<file path="src/rtl/reg_file_seq_pkg.sv">
// rtl/reg_file_seq_pkg.sv - shared constants and state encoding for the register file
package reg_file_seq_pkg;

    localparam int DATA_W   = 64;
    localparam int ADDR_W   = 5;
    localparam int NUM_REGS = 32;
    localparam int ZERO_REG = 31;

    localparam logic [ADDR_W-1:0] ZERO_IDX = ADDR_W'(ZERO_REG);
    localparam logic [ADDR_W-1:0] LAST_CLR = ADDR_W'(NUM_REGS - 2);

    typedef enum logic {
        RF_INIT = 1'b0,
        RF_RUN  = 1'b1
    } rf_state_t;

endpackage

</file>
<file path="src/rtl/reg_file_seq_if.sv">
// rtl/reg_file_seq_if.sv - ALU operand/result bus between pipeline (master) and register file (slave)
interface reg_file_seq_if;
    import reg_file_seq_pkg::*;

    logic [ADDR_W-1:0] RA;
    logic [ADDR_W-1:0] RB;
    logic [ADDR_W-1:0] RW;
    logic              RegWr;
    logic [DATA_W-1:0] BusW;
    logic [DATA_W-1:0] BusA;
    logic [DATA_W-1:0] BusB;
    logic              Ready;

    modport master (
        output RA, RB, RW, RegWr, BusW,
        input  BusA, BusB, Ready
    );

    modport slave (
        input  RA, RB, RW, RegWr, BusW,
        output BusA, BusB, Ready
    );

endinterface

</file>
<file path="src/rtl/reg_file_seq_clear.sv">
// rtl/reg_file_seq_clear.sv - rf_clear_seq: INIT/RUN sequencer zeroing registers 0..NUM_REGS-2 after reset
module rf_clear_seq
    import reg_file_seq_pkg::*;
(
    input  logic              i_clk,
    input  logic              i_rst_n,
    output logic              o_ready,
    output logic              o_clr_we,
    output logic [ADDR_W-1:0] o_clr_idx
);

    rf_state_t         r_state;
    rf_state_t         w_state_nxt;
    logic [ADDR_W-1:0] r_clr_idx;
    logic [ADDR_W-1:0] w_clr_idx_nxt;

    always_ff @(posedge i_clk or negedge i_rst_n) begin
        if (!i_rst_n) begin
            r_state   <= RF_INIT;
            r_clr_idx <= '0;
        end else begin
            r_state   <= w_state_nxt;
            r_clr_idx <= w_clr_idx_nxt;
        end
    end

    // The walk stops at NUM_REGS-2 so the zero register is never touched and the index never wraps.
    always_comb begin
        w_state_nxt   = r_state;
        w_clr_idx_nxt = r_clr_idx;
        o_ready       = 1'b0;
        o_clr_we      = 1'b0;
        case (r_state)
            RF_INIT: begin
                o_clr_we      = 1'b1;
                w_clr_idx_nxt = r_clr_idx + 1'b1;
                if (r_clr_idx == LAST_CLR) begin
                    w_state_nxt = RF_RUN;
                end
            end
            RF_RUN: begin
                o_ready = 1'b1;
            end
            default: begin
                w_state_nxt = RF_INIT;
            end
        endcase
    end

    assign o_clr_idx = r_clr_idx;

endmodule

</file>
<file path="src/rtl/reg_file_seq.sv">
// rtl/reg_file_seq.sv - 32x64 register file with post-reset clear sequencer; RF_BYPASS_EN enables write-through forwarding
module reg_file_seq
    import reg_file_seq_pkg::*;
(
    input  logic          Clk,
    input  logic          ResetL,
    reg_file_seq_if.slave rf
);

    logic [DATA_W-1:0] r_mem [NUM_REGS];

    logic              w_ready;
    logic              w_clr_we;
    logic [ADDR_W-1:0] w_clr_idx;
    logic              w_wr_en;
    logic [ADDR_W-1:0] w_wr_idx;
    logic [DATA_W-1:0] w_wr_data;
    logic [DATA_W-1:0] w_rd_a;
    logic [DATA_W-1:0] w_rd_b;

    rf_clear_seq u_clear (
        .i_clk     (Clk),
        .i_rst_n   (ResetL),
        .o_ready   (w_ready),
        .o_clr_we  (w_clr_we),
        .o_clr_idx (w_clr_idx)
    );

    always_comb begin
        w_wr_en   = 1'b0;
        w_wr_idx  = w_clr_idx;
        w_wr_data = '0;
        if (w_ready) begin
            w_wr_en   = rf.RegWr && (rf.RW != ZERO_IDX);
            w_wr_idx  = rf.RW;
            w_wr_data = rf.BusW;
        end else begin
            w_wr_en   = w_clr_we;
        end
    end

    // Storage has no reset; gating on ResetL drops any write coinciding with reset assertion.
    always_ff @(posedge Clk) begin
        if (ResetL && w_wr_en) begin
            r_mem[w_wr_idx] <= w_wr_data;
        end
    end

    always_comb begin
        w_rd_a = '0;
        w_rd_b = '0;
        if (w_ready) begin
            if (rf.RA != ZERO_IDX) begin
                w_rd_a = r_mem[rf.RA];
            end
            if (rf.RB != ZERO_IDX) begin
                w_rd_b = r_mem[rf.RB];
            end
        end
    end

`ifdef RF_BYPASS_EN
    logic w_fwd_ok;

    assign w_fwd_ok = w_ready && rf.RegWr && (rf.RW != ZERO_IDX);
    assign rf.BusA  = (w_fwd_ok && (rf.RA == rf.RW)) ? rf.BusW : w_rd_a;
    assign rf.BusB  = (w_fwd_ok && (rf.RB == rf.RW)) ? rf.BusW : w_rd_b;
`else
    assign rf.BusA  = w_rd_a;
    assign rf.BusB  = w_rd_b;
`endif

    assign rf.Ready = w_ready;

endmodule

</file>
<file path="src/flat_wrapper.sv">
// flat-port wrapper written by rule: the top's interface ports become plain ports
module reg_file_seq_flat import reg_file_seq_pkg::*;
  (Clk, ResetL, rf_RA, rf_RB, rf_RW, rf_RegWr, rf_BusW, rf_BusA, rf_BusB, rf_Ready);
  reg_file_seq_if rf_i ();
  input  logic Clk;
  input  logic ResetL;
  input wire logic [$bits(rf_i.RA)-1:0] rf_RA;
  input wire logic [$bits(rf_i.RB)-1:0] rf_RB;
  input wire logic [$bits(rf_i.RW)-1:0] rf_RW;
  input wire logic [$bits(rf_i.RegWr)-1:0] rf_RegWr;
  input wire logic [$bits(rf_i.BusW)-1:0] rf_BusW;
  output wire logic [$bits(rf_i.BusA)-1:0] rf_BusA;
  output wire logic [$bits(rf_i.BusB)-1:0] rf_BusB;
  output wire logic [$bits(rf_i.Ready)-1:0] rf_Ready;
  assign rf_i.RA = rf_RA;
  assign rf_i.RB = rf_RB;
  assign rf_i.RW = rf_RW;
  assign rf_i.RegWr = rf_RegWr;
  assign rf_i.BusW = rf_BusW;
  assign rf_BusA = rf_i.BusA;
  assign rf_BusB = rf_i.BusB;
  assign rf_Ready = rf_i.Ready;
  reg_file_seq u_core (.Clk(Clk), .ResetL(ResetL), .rf(rf_i));
endmodule
</file>
<file path="config.mk">
export PLATFORM = sky130hd
export DESIGN_NAME = reg_file_seq_flat
export DESIGN_NICKNAME = d
export VERILOG_FILES = /design/src/rtl/reg_file_seq_pkg.sv /design/src/rtl/reg_file_seq_if.sv /design/src/rtl/reg_file_seq_clear.sv /design/src/rtl/reg_file_seq.sv /design/src/flat_wrapper.sv
export SDC_FILE = /design/constraint.sdc
export NUM_CORES = 2
export LEC_CHECK = 0
export CAP_MARGIN = 10
export CORE_MARGIN = 3
export CORE_UTILIZATION = 60
export DETAILED_ROUTE_END_ITERATION = 7
export PLACE_DENSITY = 0.78
export SLEW_MARGIN = 20
export SYNTH_ARGS = -nofsm -noshare
export SYNTH_HDL_FRONTEND = slang
export SYNTH_SLANG_ARGS = --single-unit
</file>
<file path="constraint.sdc">
create_clock -name Clk -period 6.8 [get_ports Clk]
set_input_delay 1.36 -clock Clk [delete_from_list [all_inputs] [get_ports Clk]]
set_output_delay 1.36 -clock Clk [all_outputs]
set_load 0.02 [all_outputs]
</file>
# Yosys cells after proc, flatten, opt, wreduce, memory -nomap -nowiden
# Memory sizes are Yosys's and may differ from the RTL's.
# Index checks and enable logic that the tools add are counted.
# totals
mem_bits_rw,2048
wordCells,23
inputBits,82
output_inout_bits,129
ff_bits,6
memories,1
# classes
reduce_logical,2
add_sub_neg,1
n_eq_ne,4
muxes,13
# memory_table
name,depth,width,rd,rd_ports_with_merged_regs,wr,line_no,rtl
u_core.r_mem,32,64,2,0,1,reg_file_seq.sv:10,logic [DATA_W-1:0] r_mem [NUM_REGS];
# op_table
op,count
$mux 64,5
$ne 5x5->1 const B,3
$mux 1,7
$add 5x1->5 const B,1
$eq 5x5->1 const B,1
$mux 5,1
$logic_and 1x1->1,2

# Logic depth before layout (Yosys ltp)
# depth
word_depth,6
mapped_depth,8
ltp_nobuf,4

# Cells and area by module
# From an unflattened synthesis, not the netlist that was laid out.
# hier_totals
cells_unflattened,4933
area_unflattened_um2,93873.8
# by_module_without_submodules
mod,cells_per_inst,seq_area_each_um2,area_each_um2,instances
reg_file_seq,4913,61499.0,93611.0,1
rf_clear_seq,20,150.1,262.8,1

# Worst setup path before layout
# Ideal clock, no wire load.
# synth_path
path_type,input port to flip-flop
start,input rf_RW[0]
end,memory u_core.r_mem[0][0] (enable)
arrival_time_ns,4.605
n_path_buf,0
cell_stages,4
setup_slack_ns,1.709
required_ns,6.314
setup_ns,0.486
cell_sequence,nand2b_1 > a21oi_1 > nand3_1 > nor2_1
# synth_via
elab_chain_len,6
elab_cells_between_ends,7
cone_classes,1 x eq/ne; 4 x mux; 2 x reduce/logical
# synth_rtl
item,line_no,rtl
"start, declared",flat_wrapper.sv:9,input wire logic [$bits(rf_i.RW)-1:0] rf_RW;
$ne 5x5->1,reg_file_seq.sv:34,w_wr_en = rf.RegWr && (rf.RW != ZERO_IDX);
$logic_and 1x1->1,reg_file_seq.sv:34,
$mux 1,reg_file_seq.sv:33,if (w_ready) begin
$logic_and 1x1->1,reg_file_seq.sv:44,if (ResetL && w_wr_en) begin
$mux 1,reg_file_seq.sv:44,
$mux 1 (implied by the code),reg_file_seq.sv:45,r_mem[w_wr_idx] <= w_wr_data;
"end, declared",reg_file_seq.sv:10,
# Several ways; a longest one is shown, not always the timed one.

# Worst setup path in the final report
# layout_path
start,input rf_RA[3]
end,output rf_BusA[40]
# layout_via
elab_chain_len,3
elab_cells_between_ends,4
cone_classes,1 x eq/ne; 2 x mux; 1 x memory
# layout_rtl
item,line_no,rtl
"start, declared",flat_wrapper.sv:7,input wire logic [$bits(rf_i.RA)-1:0] rf_RA;
$mem_v2 32x64 / $ne 5x5->1 (equally long branches),-,
$mux 64 *,reg_file_seq.sv:53,if (rf.RA != ZERO_IDX) begin
$mux 64 *,reg_file_seq.sv:52,if (w_ready) begin
"end, declared",flat_wrapper.sv:12,output wire logic [$bits(rf_i.BusA)-1:0] rf_BusA;
# Mark *: on every way between the ends. The rest lies on a longest branch, timed or not.

==> summary.md <==
| Metric | Value |
|---|---|
| Status | complete, no violations |
| I/O Pins | 211 |
| Net Count, Synth | 5067 |
| Most common cell after layout, fill and taps aside | edfxtp_1 |
| Setup crit end kind | output port |
| Async set-reset flop share out of synthesis | 0.292% |
| Setup violations, final | 0 |
| Starting Density | 60.6% |
| Site Rows | roughly 140 |
| Period utilization | between 90% and 100% |
| Worst Tran Pin Value | roughly 1200 ps |
| Maxcap violations | 0 |
| Synth top area cells | edfxtp_1 (66%), mux4_2 (17%), mux2i_1 (5.5%) |
| GP Congestion | approximately 0.86 |
| Final hold violation count | 0 |
| Most frequent cells in the layout | edfxtp_1 (2048), mux4_2 (703), mux2i_1 (515) |
| Sink Count | around 2100 |
| Slew HR | 19.2% |
| HP Class | reg2reg |
| CTS tree | built |
| Synth cell types | 45 |
| Non-filler cells, final | approximately 7400 |
| Leakage | ~34 nW |
| Total gr overflow | 0 |
| Critical R2R Launch | u_core.u_clear.r_state |
| Reg2Reg Depth | 4 |
| # hold bufs at CTS | 0 |
| Share of layout cells above drive strength 1 | between 20 and 25% |
| Synth Area per Inst | roughly 19 um2 |
| Cell area after synthesis | between 0.09 and 0.1 mm2 |
| Initial antenna violation count | 7 |
| TritonCTS Buffers | between 200 and 250 |
| Die H | between 400 and 500 um |
| Vias in the first global route | approximately 58000 |
| Clk Latency, worst-skew pair | a little over 800 ps |
| Sequential fraction of the synthesis area | between 60% and 70% |
| Startpoint types | input port |
| First-pass GRT wire length | roughly 410 mm |
| Synth warnings | 0 |
| Drt pass-1 iters | 8 |
| Vias post-DR | roughly 58000 |
| Final setup TNS | 0 ps |
| Largest net degree at the start of global routing | about 140 |
| Drt total wl | ~290 mm |
| Arrival time at the worst endpoint | ~4800 ps |
| R2R setup slack | 2900 ps |
| Crit Path Class | in2out |
| Post-route antenna net violation count | 0 |
| Crit path from | rf_RA[3] |
| Wire per inst | 38.9 um |
| Worst-path clk slew | about 60 ps |
| Gate Count Post-Synth | ~5000 |
| Layout Nets | 5295 |
| Post-CTS sizing | 0 |
| Vias per inst | 7.82 |
| Bufs on Longest Clock Path | 3 |
| Placeable Area | around 0.15 mm2 |
| DP HPWL | between 150 and 200 mm |
| Max FO, Critical Path | 64 |
| Number of DRC markers in iteration 0 | just over 10000 |
| Full die area | 0.161 mm2 |
| Max Clk Rate | between 0.15 and 0.2 GHz |
| Dpl cells | around 7100 |
| Worst vdd ir | 0.000264 V |
| Synth top area share | between 60 and 70% |
| Number of port buffers | 210 |
| Die width | 401 um |
| CP Capture Point | rf_BusA[40] |
| Total track usage | between 30% and 40% |
| CTS H-tree depth | 4 |
| Pwr dens | between 200 and 300 mW/mm2 |
| Minimum clock period | 6160 ps |
| Layout Area Growth over Synthesis | 12.8% |
| EDFF count, synth | 2048 |
| Worst R2R End | u_core.r_mem[21][11] |
| Post-CTS Setup Repair Bufs | 0 |
| Worst Path Required | ~5400 ps |
| Max-slew violation count | 0 |
| Yosys top cell by area | edfxtp_1 |
| Root Driver | clkbuf_16 |
| Synth Flop Type | edfxtp_1 |
| # DRC | 0 |
| #FFs+latches synth | roughly 2000 |
| Final Skew | ~22 ps |
| Unrepaired setup endpoints after global routing | false |
## cells in the mapped netlist, drive strengths merged (3+ instances only)
| cell type | n |
|---|---|
| edfxtp | 2048 |
| mux4 | 703 |
| mux2i | 515 |
| a22oi | 383 |
| buf | 223 |
| clkbuf | 184 |
| a31oi | 128 |
| nand2 | 126 |
| nand4 | 83 |
| a2bb2oi | 81 |
| nand3 | 68 |
| and2 | 66 |
| a22o | 64 |
| mux2 | 64 |
| o211ai | 64 |
| o21ai | 49 |
| nand4b | 48 |
| nor2 | 37 |
| nor2b | 7 |
| dfrtp | 6 |
| inv | 5 |
| nand2b | 4 |
| xnor2 | 4 |
| and4b | 3 |
| o32ai | 3 |
## routing by layer
layer	wire, um	track usage, %	up-vias
met5	26	0	-
met4	13700	16.0	2
met3	43200	10.8	915
met2	132000	53.2	5475
met1	100000	49.7	29700
li1	-	-	22000
## logic make-up after synthesis
group | synth area share [%]
adder cells (fa/ha/maj) | 0.0267
buffers and inverters | 2.10
AND/OR/NAND/NOR | 2.65
flip-flops | 65.9
XOR/XNOR | 0.0374
AO/OA/AOI/OAI | 6.14
multiplexers | 23.2
## stage by stage
step / power [W] / setup WS [ps] / instance area (um2) / hold WS (ps) / utilization [%]
after floorplan: 0.0156 / 1710 / 93600 / 479 / -
after global placement: 0.0165 / 821 / 99300 / 517 / 64.2
after detailed placement: 0.0165 / 780 / 99400 / 521 / 64.3
after CTS: 0.0270 / 762 / 106000 / 533 / 68.3
after global routing: 0.0276 / 656 / 106000 / 554 / 68.3
final: 0.0270 / 637 / 106000 / 530 / 68.3
## worst min-delay path by stage
stage / from / to / cells past startpoint
after detailed placement: u_core.u_clear.o_clr_idx[2] / u_core.u_clear.o_clr_idx[2] / 1
final: u_core.u_clear.o_clr_idx[2] / u_core.u_clear.o_clr_idx[2] / 1
after floorplan: u_core.u_clear.o_clr_idx[2] / u_core.u_clear.o_clr_idx[2] / 1
after global placement: u_core.u_clear.o_clr_idx[2] / u_core.u_clear.o_clr_idx[2] / 1
after CTS: u_core.u_clear.o_clr_idx[2] / u_core.u_clear.o_clr_idx[2] / 1
after global routing: u_core.u_clear.o_clr_idx[0] / u_core.u_clear.o_clr_idx[0] / 1
## registers in the layout, indices dropped and copies added (netlist names)
register and count:
u_core.u_clear.r_state 1, u_core.r_mem 2048, u_core.u_clear.o_clr_idx 5
## area by class of cell
class                           instances  area, um2
Inverter                                5       18.8
Fill cell                            9556      49000
Clock buffer                          262       5430
Sequential cell                      2054      61700
Antenna cell                            5       12.5
Timing Repair Buffer                  432       4790
Tap cell                             2044       2560
Clock inverter                        104        782
Multi-Input combinational cell       2517      30400
## power breakdown
part	internal, W	total, W	switching, W
Sequential	0.0140	0.0140	0.00000522
Clock	0.00597	0.0107	0.00472
Combinational	0.000939	0.00238	0.00144
Total	0.0209	0.0270	0.00617
## worst max-delay path: stages
cell             delay (ps)
clkdlybuf4s50_1        1030
nor2b_4                 310
buf_12                  500
a22oi_1                 180
a31oi_1                 230
nand4_1                 440
clkdlybuf4s50_1         710
Power figures use the tool's default switching activity.
